### src/rtl/mips_ctrl_pkg.sv
// Shared constants for the multicycle MIPS controller: state codes, opcodes
// and the ALU / PC source select encodings.
package mips_ctrl_pkg;

    typedef enum logic [3:0] {
        S_FETCH   = 4'd0,
        S_DECODE  = 4'd1,
        S_MEMADR  = 4'd2,
        S_MEMRD   = 4'd3,
        S_MEMWB   = 4'd4,
        S_MEMWR   = 4'd5,
        S_EXEC    = 4'd6,
        S_RCOMPL  = 4'd7,
        S_BRANCH  = 4'd8,
        S_JUMP    = 4'd9,
        S_ADDIEX  = 4'd10,
        S_ADDIWB  = 4'd11,
        S_ILLEGAL = 4'd12
    } state_t;

    localparam logic [5:0] OP_RTYPE = 6'b000000;
    localparam logic [5:0] OP_LW    = 6'b100011;
    localparam logic [5:0] OP_SW    = 6'b101011;
    localparam logic [5:0] OP_BEQ   = 6'b000100;
    localparam logic [5:0] OP_J     = 6'b000010;
    localparam logic [5:0] OP_ADDI  = 6'b001000;

    localparam logic [1:0] ALUOP_ADD   = 2'b00;
    localparam logic [1:0] ALUOP_SUB   = 2'b01;
    localparam logic [1:0] ALUOP_FUNCT = 2'b10;

    localparam logic [1:0] SRCB_REG     = 2'b00;
    localparam logic [1:0] SRCB_FOUR    = 2'b01;
    localparam logic [1:0] SRCB_IMM     = 2'b10;
    localparam logic [1:0] SRCB_IMM_SH2 = 2'b11;

    localparam logic [1:0] PCSRC_ALU    = 2'b00;
    localparam logic [1:0] PCSRC_ALUOUT = 2'b01;
    localparam logic [1:0] PCSRC_JUMP   = 2'b10;

    // Dispatch target out of DECODE for a given opcode.
    function automatic state_t decode_next(input logic [5:0] op);
        case (op)
            OP_RTYPE:     return S_EXEC;
            OP_LW, OP_SW: return S_MEMADR;
            OP_BEQ:       return S_BRANCH;
            OP_J:         return S_JUMP;
            OP_ADDI:      return S_ADDIEX;
            default:      return S_ILLEGAL;
        endcase
    endfunction

endpackage

### src/rtl/multicycle_control.sv
// Multicycle MIPS control FSM: registered state, combinational Moore decode
// (plus MemReady in FETCH and Zero for PCEn).
module multicycle_control
    import mips_ctrl_pkg::*;
#(
    parameter bit MEM_WAIT_EN = 1'b1
) (
    input  logic       clk,
    input  logic       rst_n,
    input  logic [5:0] Opcode,
    input  logic       MemReady,
    input  logic       Zero,
    output logic       PCWrite,
    output logic       PCWriteCond,
    output logic       IorD,
    output logic       MemRead,
    output logic       MemWrite,
    output logic       IRWrite,
    output logic       MemtoReg,
    output logic       ALUSrcA,
    output logic       RegWrite,
    output logic       RegDst,
    output logic [1:0] ALUOp,
    output logic [1:0] ALUSrcB,
    output logic [1:0] PCSource,
    output logic       PCEn,
    output logic       Illegal,
    output logic [3:0] State
);

    state_t state_reg;
    state_t state_next;

    logic mem_ready;
    logic pc_write_dec;
    logic pc_write_cond_dec;
    logic mem_write_dec;
    logic ir_write_dec;
    logic reg_write_dec;
    logic illegal_dec;

    assign mem_ready = MEM_WAIT_EN ? MemReady : 1'b1;

    always_ff @(posedge clk or negedge rst_n) begin
        if (!rst_n) begin
            state_reg <= S_FETCH;
        end else begin
            state_reg <= state_next;
        end
    end

    always_comb begin
        state_next        = S_FETCH;
        pc_write_dec      = 1'b0;
        pc_write_cond_dec = 1'b0;
        mem_write_dec     = 1'b0;
        ir_write_dec      = 1'b0;
        reg_write_dec     = 1'b0;
        illegal_dec       = 1'b0;
        IorD              = 1'b0;
        MemRead           = 1'b0;
        MemtoReg          = 1'b0;
        ALUSrcA           = 1'b0;
        RegDst            = 1'b0;
        ALUOp             = ALUOP_ADD;
        ALUSrcB           = SRCB_REG;
        PCSource          = PCSRC_ALU;

        case (state_reg)
            S_FETCH: begin
                MemRead = 1'b1;
                ALUSrcB = SRCB_FOUR;
                if (mem_ready) begin
                    ir_write_dec = 1'b1;
                    pc_write_dec = 1'b1;
                    state_next   = S_DECODE;
                end else begin
                    state_next   = S_FETCH;
                end
            end
            S_DECODE: begin
                ALUSrcB    = SRCB_IMM_SH2;
                state_next = decode_next(Opcode);
            end
            S_MEMADR: begin
                ALUSrcA    = 1'b1;
                ALUSrcB    = SRCB_IMM;
                state_next = (Opcode == OP_SW) ? S_MEMWR : S_MEMRD;
            end
            S_MEMRD: begin
                MemRead    = 1'b1;
                IorD       = 1'b1;
                state_next = mem_ready ? S_MEMWB : S_MEMRD;
            end
            S_MEMWB: begin
                reg_write_dec = 1'b1;
                MemtoReg      = 1'b1;
            end
            S_MEMWR: begin
                mem_write_dec = 1'b1;
                IorD          = 1'b1;
                state_next    = mem_ready ? S_FETCH : S_MEMWR;
            end
            S_EXEC: begin
                ALUSrcA    = 1'b1;
                ALUOp      = ALUOP_FUNCT;
                state_next = S_RCOMPL;
            end
            S_RCOMPL: begin
                reg_write_dec = 1'b1;
                RegDst        = 1'b1;
            end
            S_BRANCH: begin
                ALUSrcA           = 1'b1;
                ALUOp             = ALUOP_SUB;
                pc_write_cond_dec = 1'b1;
                PCSource          = PCSRC_ALUOUT;
            end
            S_JUMP: begin
                pc_write_dec = 1'b1;
                PCSource     = PCSRC_JUMP;
            end
            S_ADDIEX: begin
                ALUSrcA    = 1'b1;
                ALUSrcB    = SRCB_IMM;
                state_next = S_ADDIWB;
            end
            S_ADDIWB: begin
                reg_write_dec = 1'b1;
            end
            S_ILLEGAL: begin
                illegal_dec = 1'b1;
            end
            default: begin
                state_next = S_FETCH;
            end
        endcase
    end

    // Write strobes are gated by rst_n so they drop immediately on reset,
    // even though FETCH would otherwise raise them when MemReady is high.
    assign PCWrite     = pc_write_dec & rst_n;
    assign PCWriteCond = pc_write_cond_dec & rst_n;
    assign MemWrite    = mem_write_dec & rst_n;
    assign IRWrite     = ir_write_dec & rst_n;
    assign RegWrite    = reg_write_dec & rst_n;
    assign Illegal     = illegal_dec & rst_n;
    assign PCEn        = PCWrite | (PCWriteCond & Zero);
    assign State       = state_reg;

endmodule
### config.mk
export PLATFORM = sky130hd
export DESIGN_NAME = multicycle_control
export DESIGN_NICKNAME = d
export VERILOG_FILES = /design/src/rtl/mips_ctrl_pkg.sv /design/src/rtl/multicycle_control.sv
export SDC_FILE = /design/constraint.sdc
export NUM_CORES = 1
export LEC_CHECK = 0
export BUFFER_PORTS_ARGS = -buffer_cell sky130_fd_sc_hd__buf_2
export CORE_MARGIN = 3
export CORE_UTILIZATION = 40
export CTS_BUF_LIST = sky130_fd_sc_hd__clkbuf_16
export DETAILED_ROUTE_END_ITERATION = 6
export PLACE_DENSITY = 0.72
export SLEW_MARGIN = 20
export SYNTH_ARGS = -nofsm -noshare
export SYNTH_HDL_FRONTEND = slang
export SYNTH_SLANG_ARGS = --single-unit
### constraint.sdc
create_clock -name clk -period 2.8 [get_ports clk]
set_input_delay 0.14 -clock clk [delete_from_list [all_inputs] [get_ports clk]]
set_output_delay 0.14 -clock clk [all_outputs]
set_load 0.005 [all_outputs]
Word-level counts from Yosys, hierarchy flattened
Index checks and enable logic that the tools add are counted.

storage, ports and cells
  register bits = 4
  latch bits = 0
  memory bits (writable) = 0
  bits in read-only memories = 0
  bits of input ports = 10
  output and inout port bits = 22
  logic and storage cells = 55
  memories kept = 0

operators by class
  $add $sub $neg = 0
  multipliers = 0
  divide/modulo/power cells = 0
  order comparisons = 0
  equality and inequality tests = 17
  shift operators = 0
  muxes and demuxes = 21
  bitwise operators = 8
  reductions and logical operators = 8

operators with widths
  cell                count
  $pmux 4 s7          1
  $eq 4x4->1 const B  5
  $pmux 4 s5          1
  $eq 4x3->1 const B  4
  $eq 6x6->1 const B  2
  $mux 1              12
  $mux 3              3
  $eq 4x2->1 const B  2
  $pmux 2 s2          2
  $reduce_or 2->1     4
  $and 1x1->1         7
  $eq 6x2->1 const B  1
  $eq 6x3->1 const B  1
  $eq 6x4->1 const B  1
  $logic_not 6->1     1
  $pmux 2 s3          1
  $eq 4x1->1 const B  1
  $logic_not 4->1     1
  $reduce_or 4->1     1
  $reduce_or 3->1     1
  $pmux 1 s2          1
  $or 1x1->1          1

Depth between registers and ports, before layout
  depth after elaboration = 5
  gate-level depth with buffers = 6
  mapped depth without buffers = 4

Worst setup path after synthesis
OpenSTA, ideal clock, no wires.

  path type = reg2out
  from = register state_reg[2], in the netlist State[2]
  to = output port PCEn
  arrival = 1.179 ns
  data required time = 2.660 ns
  path slack = 1.481 ns
  cell stages (with the launch flop) = 6
  path buffers = 1
  path through = dfrtp_1 buf_6 nand2b_4 nor3_1 and2_1 a21o_1

between the ends
  cells in the longest elaborated chain, start to end = 5
  elaborated cells on any way between the ends = 9
  classes of those cells = eq/ne (2); mux (2); bitwise (4); reduce/logical (1)

ends and longest elaborated chain
  what                    line                       text
  from (decl)             multicycle_control.sv:31   state_t state_reg;
  from (signal assigned)  multicycle_control.sv:48   state_reg <= state_next;
  $eq 4x4->1              multicycle_control.sv:69   case (state_reg)
  $mux 1                  multicycle_control.sv:69
  $and 1x1->1             multicycle_control.sv:143  assign PCWriteCond = pc_write_cond_dec & rst_n;
  net PCWriteCond         multicycle_control.sv:14   output logic PCWriteCond,
  $and 1x1->1             multicycle_control.sv:148  assign PCEn = PCWrite | (PCWriteCond & Zero);
  $or 1x1->1              multicycle_control.sv:148
  to (decl)               multicycle_control.sv:26   output logic PCEn,

The timed path passes the listed nets, and every way through them passes these cells.

Worst setup path after layout
  from = register state_reg[2], in the netlist State[2]
  to = output port PCEn

between the ends
  cells in the longest elaborated chain, start to end = 5
  elaborated cells on any way between the ends = 9
  classes of those cells = eq/ne (2); mux (2); bitwise (4); reduce/logical (1)

ends and longest elaborated chain
  what          line
  $eq 4x4->1    multicycle_control.sv:69
  $mux 1        multicycle_control.sv:69
  $and 1x1->1   multicycle_control.sv:143
  $and 1x1->1   multicycle_control.sv:148
  $or 1x1->1 *  multicycle_control.sv:148

Mark *: on every way between the ends. The rest lies on a longest branch, timed or not.

==> metrics.txt <==
DRC Markers=0; setup_tns=0 ps; vias in the first global route=549; number of antenna diodes=0; Hold Startpoint=Opcode[4]; number of vias per cell=5.56; row cnt=13; Routed WL=1530 um; CTS tree=yes; clock transition at the registers of the reported paths=roughly 30 ps; Cells on Worst Hold Path=3; Syn-to-layout area delta=35.3%; Starting DRT DRC Count=11; initial antenna violation count=0; outcome=complete, no violations; post-synthesis sequential area ratio=0.166; post-route worst setup slack=between 900 and 1000 ps; Comb pwr share=0.464; switching power=284 uW; Reg2Reg Depth=4; DRT Pass-1 Iters=4; synthesized flop and latch total=4; Die Height=~45 um; post-synth top area share=0.166; Post-synth EDFFs=0; worst-path fanout max=20; type of the worst setup path=flop to primary output; GRT Max-Usage Layer=met2; Worst IR Drop VDD=0.662 mV; pwr dens=around 900 nW/um2; synthesized area=603 um2; first-pass GRT wire length=between 2000 and 2500 um; RePlAce Congestion=0.773; CP Capture Type=primary output; top post-synthesis cells by area=dfrtp_1 17%, nor2_1 6.2%, nor3_1 5.8%; clk buf depth=2; Worst-Skew Late Latency=roughly 220 ps; leakage power=between 0.0003 and 0.0004 uW; I/O Buffers=31; Sw Ratio=0.396; cell area after layout=approximately 820 um2; part of the power in the clock network=0.305; Num CTS Buffers=3; Fmax achieved=0.529 GHz; Placed Area=about 730 um2; max cap viols=0; CTS H-tree lvls=1; All-Layer GR Usage=0.165; max reg flops=4; Synth async-reset ratio=1.00; Routed WL per cell=12.7 um; Reg-to-Reg Start=State[2]$_DFF_PN0_; commonest cells in the netlist=10 x nor2_1, 7 x nor3_1, 5 x nand2_1; syn avg cell area=just under 8 um2; Netlist cell types=39; syn nets=87; Worst-Margin Slew=609 ps; CTS root buffer=clkbuf_16; Congestion Overflow GR=0; Critical Path Source=State[2]$_DFF_PN0_; Pint=433 uW; Starting Density=0.447; Worst EP required=approximately 2700 ps; Synth Instances=just under 80; clock sinks=4; die area=2010 um2; CP Launch Type=flop; area leader, netlist=dfrtp_1; GR Util met2=0.266; Final Hold Slack=176 ps; CP arrival=approximately 1800 ps; Max-slew headroom=0.594; Core ar.=1350 um2; Finish-stage setup viols=0; Die W=around 45 um; HP Class=primary input to flop; # IOs=32; met3 global-route usage=0.0359; Hold Violations, Final=0; GRT met1 Usage=0.217; Layout Nets=roughly 120; Seq pwr share=0.231; clock skew=3.48 ps; fin crit share=0.676; Tmin final=between 1500 and 2000 ps; Synth Warn #=0; RSZ-0062 raised after global routing=no; most frequent cell after synthesis=nor2_1; Post-DRT Antenna Nets=0; layout cells sized above 1=0.390; Synth Flop Type=dfrtp_1; Resized Gates After CTS=0; DP Worst Slack=between 1000 and 1500 ps; largest net degree at the start of global routing=21; DP HPWL=1160 um; max-slew violation count=0; Fill cells=134; Via Count=667
## placed cells by master (no fill, tap or decap), types with 2 or more instances in the layout
cell type	count
a21oi_1	4
and3_1	2
and4_1	2
buf_2	31
clkbuf_16	3
dfrtp_1	4
nand2_1	5
nand2b_4	2
nor2_1	10
nor2b_1	4
nor3_1	7
nor3b_1	3
o21ai_0	2
o31ai_1	2
## per-stage QoR
stage	std cells	total power, uW	utilization
finish	120	717	0.604
global route	120	781	0.604
CTS	120	725	0.604
detailed placement	116	502	0.541
global placement	116	496	0.541
floorplan	77	401	-
## final cells by class
type | count | area (um2) | share of cell area
clock buffers | 3 | 75.1 | 0.0920
well taps | 15 | 18.8 | 0.0230
inverters | 1 | 3.75 | 0.00460
flip-flops and latches | 4 | 100 | 0.123
repair buffers | 32 | 165 | 0.202
multi-input cells | 65 | 453 | 0.555
## per-layer routing
layer,part of all wire,vias up,routed length (um)
li1,-,351,-
met1,0.44,290,669
met2,0.48,26,733
met3,0.080,0,122
met4,0,0,0
met5,0,-,0
## power by group through the flow
stage	clock, uW	combinational (uW)	sequential, uW
after floorplan	0	309	91.6
after global placement	0	332	165
after detailed placement	0	335	167
after CTS	222	338	165
after global routing	229	374	178
final	219	333	166
## worst max-delay path, cell delays in order, from the launching register on
cell and delay (ps):
dfrtp_1 720, nand2b_4 270, nor3_1 60, and2_1 190, a21o_1 170, buf_2 120
## cell families after synthesis
kind of cell | count (synthesis) | synth area share
xor+xnor | 1 | 0.0145
buf+inv | 8 | 0.0830
compound gates | 20 | 0.249
simple gates | 44 | 0.488
flops | 4 | 0.166
## final timing paths
kind / endpoint / slack [ps]
worst max-delay path: PCEn / 910
worst min-delay path: State[2]$_DFF_PN0_ / 180
worst max register to register: State[0]$_DFF_PN0_ / 1230
worst min register to register: State[1]$_DFF_PN0_ / 830
max in group asynchronous: State[3]$_DFF_PN0_ / 2330
min in group asynchronous: State[1]$_DFF_PN0_ / 300
## what timing repair did
item,CTS,global route
hold buffers,1,0
setup buffers,0,0
hold endpoints to repair,4,0
(Power assumes the default switching activity.)
